<file path="src/rtl/r5_fft_pkg.sv">
// Shared types and constants for the radix-5 SDF FFT stage controllers.
package r5_fft_pkg;

  localparam int PHASE_W   = 3;
  localparam int DEPTH_DEF = 25;
  localparam logic [PHASE_W-1:0] PHASE_LAST = 3'd4;

  typedef enum logic [1:0] {
    ST_IDLE  = 2'd0,
    ST_FILL  = 2'd1,
    ST_RUN   = 2'd2,
    ST_FLUSH = 2'd3
  } r5_state_e;

  function automatic int tw_width(input int depth);
    return $clog2(5 * depth);
  endfunction

endpackage

</file>
<file path="src/rtl/r5_sdf_ctrl_if.sv">
// Control bus between an SDF stage controller and its datapath / upstream source.
interface r5_sdf_ctrl_if
  import r5_fft_pkg::*;
#(
  parameter int DEPTH = DEPTH_DEF,
  parameter int TWAW  = tw_width(DEPTH)
);
  localparam int IDXW = $clog2(DEPTH);

  // in_valid is a push with no back-pressure: the sample is consumed on every
  // rising edge where shift_en=1; out_valid qualifies the stage output in that same cycle.
  logic               in_valid;
  logic               flush;
  logic               shift_en;
  logic [PHASE_W-1:0] phase;
  logic               bf_en;
  logic               zero_ins;
  logic [TWAW-1:0]    tw_addr;
  logic               out_valid;
  logic               busy;
  logic [IDXW-1:0]    idx;
  r5_state_e          state;

  modport slave (
    input  in_valid, flush,
    output shift_en, phase, bf_en, zero_ins, tw_addr, out_valid, busy, idx, state
  );

  modport master (
    output in_valid, flush,
    input  shift_en, phase, bf_en, zero_ins, tw_addr, out_valid, busy, idx, state
  );

endinterface

</file>
<file path="src/rtl/r5_mod_counter.sv">
// Sample index (0..DEPTH-1) and phase (0..4) wrap counter for one SDF stage.
module r5_mod_counter
  import r5_fft_pkg::*;
#(
  parameter int DEPTH = DEPTH_DEF
) (
  input  logic                     clk,
  input  logic                     rst_n,
  input  logic                     en,
  input  logic                     clr,
  output logic [$clog2(DEPTH)-1:0] idx,
  output logic [PHASE_W-1:0]       phase,
  output logic                     idx_wrap,
  output logic                     phase_wrap
);

  localparam int IDXW = $clog2(DEPTH);

  assign idx_wrap   = (idx == IDXW'(DEPTH - 1));
  assign phase_wrap = (phase == PHASE_LAST);

  // clr wins over en so the final flush step lands on a clean idx/phase.
  always_ff @(posedge clk or negedge rst_n) begin
    if (!rst_n) begin
      idx   <= '0;
      phase <= '0;
    end else if (clr) begin
      idx   <= '0;
      phase <= '0;
    end else if (en) begin
      if (idx_wrap) begin
        idx   <= '0;
        phase <= phase_wrap ? '0 : phase + PHASE_W'(1);
      end else begin
        idx   <= idx + IDXW'(1);
      end
    end
  end

endmodule

</file>
<file path="src/rtl/r5_sdf_ctrl.sv">
// Radix-5 single-delay-feedback stage controller: fill/run/flush sequencing and
// twiddle addressing. Twiddle generator is built only when R5_SDF_CTRL_TW_EN is defined.
module r5_sdf_ctrl
  import r5_fft_pkg::*;
#(
  parameter int DEPTH = DEPTH_DEF,
  parameter int TWAW  = tw_width(DEPTH)
) (
  input  logic         clk,
  input  logic         rst_n,
  r5_sdf_ctrl_if.slave bus
);

  localparam int IDXW      = $clog2(DEPTH);
  localparam int FLUSH_LEN = 4 * DEPTH;
  localparam int FCW       = $clog2(FLUSH_LEN);

  r5_state_e          state, state_nxt;
  logic               advance;
  logic               cnt_clr;
  logic               idx_wrap, phase_wrap;
  logic               flush_last;
  logic [IDXW-1:0]    idx;
  logic [PHASE_W-1:0] phase;
  logic [FCW-1:0]     flush_cnt;
  logic [TWAW-1:0]    tw_q;

  r5_mod_counter #(.DEPTH(DEPTH)) u_cnt (
    .clk        (clk),
    .rst_n      (rst_n),
    .en         (advance),
    .clr        (cnt_clr),
    .idx        (idx),
    .phase      (phase),
    .idx_wrap   (idx_wrap),
    .phase_wrap (phase_wrap)
  );

  assign flush_last = (flush_cnt == FCW'(FLUSH_LEN - 1));

  always_ff @(posedge clk or negedge rst_n) begin
    if (!rst_n) begin
      state     <= ST_IDLE;
      flush_cnt <= '0;
    end else begin
      state     <= state_nxt;
      flush_cnt <= (state == ST_FLUSH) ? flush_cnt + FCW'(1) : '0;
    end
  end

  // rst_n gates advance so every strobe reads 0 while reset is held.
  always_comb begin
    advance   = 1'b0;
    cnt_clr   = 1'b0;
    state_nxt = state;
    unique case (state)
      ST_IDLE: begin
        advance = bus.in_valid & rst_n;
        if (advance) state_nxt = ST_FILL;
      end
      ST_FILL: begin
        advance = bus.in_valid & rst_n;
        if (advance && idx_wrap && phase == PHASE_W'(3)) state_nxt = ST_RUN;
      end
      ST_RUN: begin
        advance = bus.in_valid & rst_n;
        if (bus.flush) state_nxt = ST_FLUSH;
      end
      ST_FLUSH: begin
        advance = rst_n;
        if (flush_last) begin
          state_nxt = ST_IDLE;
          cnt_clr   = 1'b1;
        end
      end
      default: state_nxt = ST_IDLE;
    endcase
  end

`ifdef R5_SDF_CTRL_TW_EN
  localparam int TW_MOD = 5 * DEPTH;

  logic [TWAW:0] tw_sum;

  assign tw_sum = {1'b0, tw_q} + (TWAW + 1)'(phase);

  // Running phase*idx: one add per step, folded by 5*DEPTH, reset when idx returns to 0.
  always_ff @(posedge clk or negedge rst_n) begin
    if (!rst_n) begin
      tw_q <= '0;
    end else if (cnt_clr) begin
      tw_q <= '0;
    end else if (advance) begin
      if (idx_wrap)
        tw_q <= '0;
      else if (tw_sum >= (TWAW + 1)'(TW_MOD))
        tw_q <= TWAW'(tw_sum - (TWAW + 1)'(TW_MOD));
      else
        tw_q <= tw_sum[TWAW-1:0];
    end
  end
`else
  assign tw_q = '0;
`endif

  assign bus.shift_en  = advance;
  assign bus.bf_en     = advance & phase_wrap;
  assign bus.zero_ins  = (state == ST_FLUSH);
  assign bus.out_valid = advance & ((state == ST_RUN) | (state == ST_FLUSH));
  assign bus.busy      = (state != ST_IDLE);
  assign bus.phase     = phase;
  assign bus.idx       = idx;
  assign bus.tw_addr   = tw_q;
  assign bus.state     = state;

endmodule

</file>
<file path="src/flat_wrapper.sv">
// flat-port wrapper written by rule: the top's interface ports become plain ports
module r5_sdf_ctrl_flat import r5_fft_pkg::*;
#(
  parameter int DEPTH = DEPTH_DEF,
  parameter int TWAW  = tw_width(DEPTH)
)
  (clk, rst_n, bus_in_valid, bus_flush, bus_shift_en, bus_phase, bus_bf_en, bus_zero_ins, bus_tw_addr, bus_out_valid, bus_busy, bus_idx, bus_state);
  r5_sdf_ctrl_if #(.DEPTH(DEPTH), .TWAW(TWAW)) bus_i ();
  input  logic clk;
  input  logic rst_n;
  input wire logic [$bits(bus_i.in_valid)-1:0] bus_in_valid;
  input wire logic [$bits(bus_i.flush)-1:0] bus_flush;
  output wire logic [$bits(bus_i.shift_en)-1:0] bus_shift_en;
  output wire logic [$bits(bus_i.phase)-1:0] bus_phase;
  output wire logic [$bits(bus_i.bf_en)-1:0] bus_bf_en;
  output wire logic [$bits(bus_i.zero_ins)-1:0] bus_zero_ins;
  output wire logic [$bits(bus_i.tw_addr)-1:0] bus_tw_addr;
  output wire logic [$bits(bus_i.out_valid)-1:0] bus_out_valid;
  output wire logic [$bits(bus_i.busy)-1:0] bus_busy;
  output wire logic [$bits(bus_i.idx)-1:0] bus_idx;
  output wire logic [$bits(bus_i.state)-1:0] bus_state;
  assign bus_i.in_valid = bus_in_valid;
  assign bus_i.flush = bus_flush;
  assign bus_shift_en = bus_i.shift_en;
  assign bus_phase = bus_i.phase;
  assign bus_bf_en = bus_i.bf_en;
  assign bus_zero_ins = bus_i.zero_ins;
  assign bus_tw_addr = bus_i.tw_addr;
  assign bus_out_valid = bus_i.out_valid;
  assign bus_busy = bus_i.busy;
  assign bus_idx = bus_i.idx;
  assign bus_state = bus_i.state;
  r5_sdf_ctrl #(.DEPTH(DEPTH), .TWAW(TWAW)) u_core (.clk(clk), .rst_n(rst_n), .bus(bus_i));
endmodule
</file>
<file path="config.mk">
export PLATFORM = sky130hd
export DESIGN_NAME = r5_sdf_ctrl_flat
export DESIGN_NICKNAME = d
export VERILOG_FILES = /design/src/rtl/r5_fft_pkg.sv /design/src/rtl/r5_sdf_ctrl_if.sv /design/src/rtl/r5_mod_counter.sv /design/src/rtl/r5_sdf_ctrl.sv /design/src/flat_wrapper.sv
export SDC_FILE = /design/constraint.sdc
export NUM_CORES = 1
export LEC_CHECK = 0
export BUFFER_PORTS_ARGS = -buffer_cell sky130_fd_sc_hd__buf_2
export CORE_ASPECT_RATIO = 1.1
export CORE_MARGIN = 3
export CORE_UTILIZATION = 51
export CTS_CLUSTER_DIAMETER = 80
export DETAILED_ROUTE_END_ITERATION = 10
export GPL_TIMING_DRIVEN = 0
export PLACE_DENSITY = 0.77
export RECOVER_POWER = 100
export SETUP_SLACK_MARGIN = 0.3
export SLEW_MARGIN = 20
export SYNTH_ARGS = -nofsm -noshare
export SYNTH_HDL_FRONTEND = slang
export SYNTH_SLANG_ARGS = --single-unit
</file>
<file path="constraint.sdc">
create_clock -name clk -period 2 [get_ports clk]
set_input_delay 0.1 -clock clk [delete_from_list [all_inputs] [get_ports clk]]
set_output_delay 0.1 -clock clk [all_outputs]
set_load 0.01 [all_outputs]
</file>
# Word-level counts from Yosys, hierarchy flattened
# Cells that the tools add are included.
# word_totals
output_inout_bits	22
word_cells	47
romBits	0
ff_bits	17
ram_bits	0
latchBits	0
n_memories	0
inputBits	4
# classes
n_addsub	3
reduce_logical	9
div	0
n_lt_le_gt_ge	0
n_bitwise	4
shifts	0
n_mux	16
eq_ne	11
mul	0
# ops
cell	count
5-bit two-way mux	3
3-bit two-way mux	4
2-bit two-way mux	4
2-bit one-hot mux with 4 select lines	1
7-bit by 1-bit adder with 7-bit output (second input constant)	1
7-bit == test (second input constant)	1
7-bit two-way mux	1
2-bit by 1-bit inequality test with 1-bit output (second input constant)	3
2-bit nonzero test	3
5-bit by 1-bit adder with 5-bit output (second input constant)	1
5-bit == test (second input constant)	1
2-bit == test (second input constant)	2
4-bit AND reduction	1
3-bit by 1-bit adder with 3-bit output (second input constant)	1
1-bit bitwise AND	3
3-bit by 2-bit == test with 1-bit output (second input constant)	1
3-bit == test (second input constant)	1
3-bit OR reduction	1
2-bit by 1-bit == test with 1-bit output (second input constant)	1
1-bit logical AND	2
2-bit zero test	1
1-bit two-way mux	2
2-bit inequality test (second input constant)	1
1-bit one-hot mux with 2 select lines	1
other kinds (2)	2

# Longest topological paths before layout
# logic_depth
depth_word	5
ltp_mapped	6
ltp_nobuf	6

# By module
# Synthesis repeated with hierarchy kept, for this count alone.
# hier_totals
hier_cells	117
hier_area_um2	1101.1
# by_module_without_submodules
mod	cells_each	area_each_um2	n_inst	seq_area_each_um2
r5_sdf_ctrl	63	606.8	1	225.2
r5_mod_counter	54	494.2	1	200.2

# Worst setup path after synthesis
# OpenSTA, ideal clock, no wires.
# synth_timing
path_kind	register -> register
startpoint	reg u_core.state[0], in the netlist u_core.bus.state[0]
endpoint	reg u_core.u_cnt.idx[3]
arrival_ns	1.700
stages_incl_launch_ff	7
required_time_ns	1.863
period_less_slack_ns	1.836
setup_time_ns	0.137
n_path_buf	0
slack_ns	0.164
cell_sequence	dfrtp_1 ha_1 o21ai_0 inv_1 nand4_1 xor2_1 nor2_1
# synth_rtl
item	line_no	source
start, declared	r5_sdf_ctrl.sv:18	r5_state_e state, state_nxt;
start signal, assigned	r5_sdf_ctrl.sv:46	state <= state_nxt;
2-bit == test	-	
via bus_zero_ins	flat_wrapper.sv:16	output wire logic [$bits(bus_i.zero_ins)-1:0] bus_zero_ins;
1-bit one-hot mux with 2 select lines	r5_sdf_ctrl.sv:56	unique case (state)
via bus_shift_en	flat_wrapper.sv:13	output wire logic [$bits(bus_i.shift_en)-1:0] bus_shift_en;
2-bit nonzero test (no source line)	-	
end signal, assigned	r5_mod_counter.sv:35	idx <= idx + IDXW'(1);
end, declared	r5_mod_counter.sv:11	output logic [$clog2(DEPTH)-1:0] idx,
# The timed path passes the listed nets, and every way through them passes these cells.
# A chain may end at the register's enable or synchronous reset.

# Worst setup path in the final report
# layout_timing
startpoint	reg u_core.state[0], in the netlist u_core.bus.state[0]
endpoint	reg u_core.state[1], in the netlist u_core.bus.state[1]
# layout_between
elab_chain_cells	3
# layout_rtl
item	line_no
2-bit by 1-bit == test with 1-bit output, or another cell as far along	r5_sdf_ctrl.sv:56
2-bit by 1-bit inequality test with 1-bit output (no source line) / 2-bit inequality test (equally long branches)	-
4-bit AND reduction (no source line)	-
# Parallel ways exist; a longest one is shown, timed or not.

==> flow_metrics.env <==
export IMPL_outcome="finished clean"
export IMPL_post_route_util=0.7184
export IMPL_cts_buffer_depth=2
export IMPL_worstHoldPathType="primary input to register"
export IMPL_rsz0062_at_grt="true"
export IMPL_yosysWarnings=0
export IMPL_htree_levels=1
export IMPL_crit_start="u_core.bus.state[0]$_DFFE_PN0P_"
export IMPL_tns_ps=0
export IMPL_r2r_end="u_core.bus.state[1]$_DFFE_PN0P_"
export IMPL_crit_type="register to register"
export IMPL_yosys_area_top_type="dfrtp_1"
export IMPL_cts_buffers=3
export IMPL_cp_slowest_stage_delay_ps=470
export IMPL_period_minus_slack_ps=1761
export IMPL_slew_viol_final=0
export IMPL_vias=855
export IMPL_cts_tree="done"
export IMPL_cts_root_buffer="clkbuf_4"
export IMPL_hold_violations=0
export IMPL_dr_pass1_iters=4
export IMPL_clk_latency_ps=290
export IMPL_core_area_um2=1822
export IMPL_grt_total_usage=0.1740
export IMPL_grt_ovfl_total=0
export IMPL_ff_latch_area_um2=425.4
export IMPL_post_drt_wl_per_cell_um=12.96
export IMPL_critPathMaxFanout=4
export IMPL_holdPathStages=4
export IMPL_die_h_um=52.76
export IMPL_finClkSkew_ps=1.688
export IMPL_port_buffers=18
export IMPL_crit_path_start_kind="register"
export IMPL_max_slew_margin_rel=0.4795
export IMPL_drv_cap=0
export IMPL_via_per_inst=5.000
export IMPL_ys_ff_latch=17
export IMPL_grt_pass1_vias=830
export IMPL_area_delta_synth_final_pct=29.14
export IMPL_drc=0
export IMPL_r2r_cells=6
export IMPL_antennaDiodeCount=0
export IMPL_antenna_found_initial=0
export IMPL_grt_pass1_wl_mm=3.456
export IMPL_synth_edf_count=0
export IMPL_drt_initial_drc_count=15
export IMPL_synthCells=106
export IMPL_leakagePower_nw=0.6292
export IMPL_synth_most_common_cell="dfrtp_1"
export IMPL_synth_main_ff_cell="dfrtp_1"
export IMPL_tightest_slew_ps=778.2
export IMPL_setup_viol=0
export IMPL_seq_area_frac_synth=0.4198
export IMPL_r2r_setup_slack_ps=240
export IMPL_fp_dieW_um=48.51
export IMPL_powerDensity_nw_per_um2=628.6
export IMPL_endpoint="u_core.bus.state[1]$_DFFE_PN0P_"
export IMPL_critPathRequiredTime_ps=2180
export IMPL_peakVddDrop_uv=383.9
export IMPL_synth_top_area_frac=0.4198
export IMPL_nNetsFinal=159
export IMPL_synth_distinct_cells=25
export IMPL_cp_top_family="compound AO/OA/AOI/OAI gates"
export IMPL_r2r_start="u_core.bus.state[0]$_DFFE_PN0P_"
export IMPL_drive_gt1_frac=0.2361
export IMPL_drt_wl_total_mm=2.217
export IMPL_num_rows=16
export IMPL_dpl_hpwl_mm=1.404
export IMPL_die_area_um2=2559
export IMPL_syn_area_um2=1013
export IMPL_end_kind="register"
export IMPL_grt_max_degree=18
export IMPL_finalCritPeriodShare=0.8805
export IMPL_synthArstFlopShare=1.000
export IMPL_path_clk_slew_ps=100
export IMPL_initial_core_util=0.5563
export IMPL_design_area_um2=1309
export IMPL_power_total_mw=0.8227
export IMPL_cp_slowest_cell="dfrtp_1"
export IMPL_fmax_mhz=567.8
export IMPL_multi_input_area_um2=569.3
export IMPL_path_depth=6
export IMPL_synth_common_cells="17 x dfrtp_1, 12 x inv_1, 12 x nor2_1"
export IMPL_clock_sinks=17
export IMPL_cp_num_buf_inv=1
export IMPL_gp_congestion=0.7376
export IMPL_place_area_um2=1160
export IMPL_ant_nets=0
export IMPL_critical_path_arrival_ps=1950
export IMPL_ys_top_cells_by_area="dfrtp_1 42%, ha_1 12%, buf_4 5.2%"
export IMPL_crit_path_cell_trace="inv_1 -> ha_4 -> o2bb2ai_2 -> o221ai_1 -> a221o_2 -> mux2_1"
export IMPL_fillerInstances=147
export IMPL_syn_avg_cell_area_um2=9.561
export IMPL_io_pins=26
## layer usage
metal / GRT usage / up-vias / share of wire
li1: - / 417 / -
met1: 0.1883 / 404 / 0.41
met2: 0.3417 / 31 / 0.52
met3: 0.03419 / 3 / 0.061
met4: 0.05687 / 0 / 0.0063
met5: 0 / - / 0
## how the worst min path moves through the flow
stage               slack [ps]          from                         endpoint
floorplan                 -200         rst_n  u_core.bus.state[0]$_DFFE_PN0P_
global placement            60         rst_n    u_core.flush_cnt[4]$_DFF_PN0_
detailed placement          60         rst_n  u_core.u_cnt.idx[3]$_DFFE_PN0P_
CTS                        180  bus_in_valid  u_core.u_cnt.idx[0]$_DFFE_PN0P_
global route               210  bus_in_valid  u_core.u_cnt.idx[0]$_DFFE_PN0P_
finish                     200  bus_in_valid  u_core.u_cnt.idx[0]$_DFFE_PN0P_
## layout by cell type (no fill, tap or decap), drive strengths merged
cell and instances:
buf 20, clkbuf 18, dfrtp 17, nor2 12, inv 11, ha 10
nand2 8, conb 7, a21oi 6, xor2 5, nand3 5, mux2i 4
o21ai 4, nand4 3, or3 2, xnor2 1, and2 1, nor2b 1
nor4b 1, nand4b 1, clkinv 1, o2bb2ai 1, o221ai 1, a221o 1
mux2 1, nand3b 1, dlygate4sd3 1
## state kept, by name, indices dropped and copies added, names as in the netlist
signal              flops
u_core.bus.state        2
u_core.flush_cnt        7
u_core.u_cnt.idx        5
u_core.u_cnt.phase      3
## report_power, final
part	switching, mW	total, mW	internal, mW
registers	0.0538	0.442	0.388
clock network	0.109	0.187	0.0777
logic	0.111	0.194	0.0830
total	0.274	0.823	0.549
## worst reg2reg max path, delay by kind of cell (launching register included)
kind | cells | cell delay (ps)
compound gates | 3 | 540
fa+ha+maj | 1 | 190
buf+inv | 1 | 140
flops | 1 | 470
mux | 1 | 310
## logic make-up (layout without fill, tap and decap cells)
family / count (synthesis) / count (layout) / synth area share
AND/OR/NAND/NOR: 35 / 35 / 0.1728
AO/OA/AOI/OAI: 13 / 13 / 0.07777
other: 1 / 7 / 0.003700
buffers and inverters: 19 / 51 / 0.09629
multiplexers: 5 / 5 / 0.05432
flip-flops: 17 / 17 / 0.4198
adder cells (fa/ha/maj): 10 / 10 / 0.1235
XOR/XNOR: 6 / 6 / 0.05185
## repair_timing
action                                  4_1_cts  5_1_grt
endpoints found under the setup margin        8       10
hold endpoints to repair                     17        0
hold buffers                                  1        0
pin swaps                                     3        3
buffers inserted                              6        3
cloned                                        0        0
gates resized for setup                       5       14
## layout make-up
type | count | share of cell area
buffer | 7 | 0.04015
clock buffer | 4 | 0.02008
inverter | 12 | 0.03442
multi-input combinational | 76 | 0.4350
sequential | 17 | 0.3250
tap | 27 | 0.02581
timing repair buffer | 28 | 0.1195
## through the flow
stage | cells | hold slack [ps] | setup WS (ps)
final | 171 | 197.9 | 238.9
after global routing | 171 | 212.7 | 145.8
after CTS | 168 | 177.2 | 297.5
after detailed placement | 157 | 61.75 | 170.6
after global placement | 157 | 61.47 | 231.3
after floorplan | 112 | -195.6 | 313.8
No activity file was read; power rests on OpenSTA's default activity.
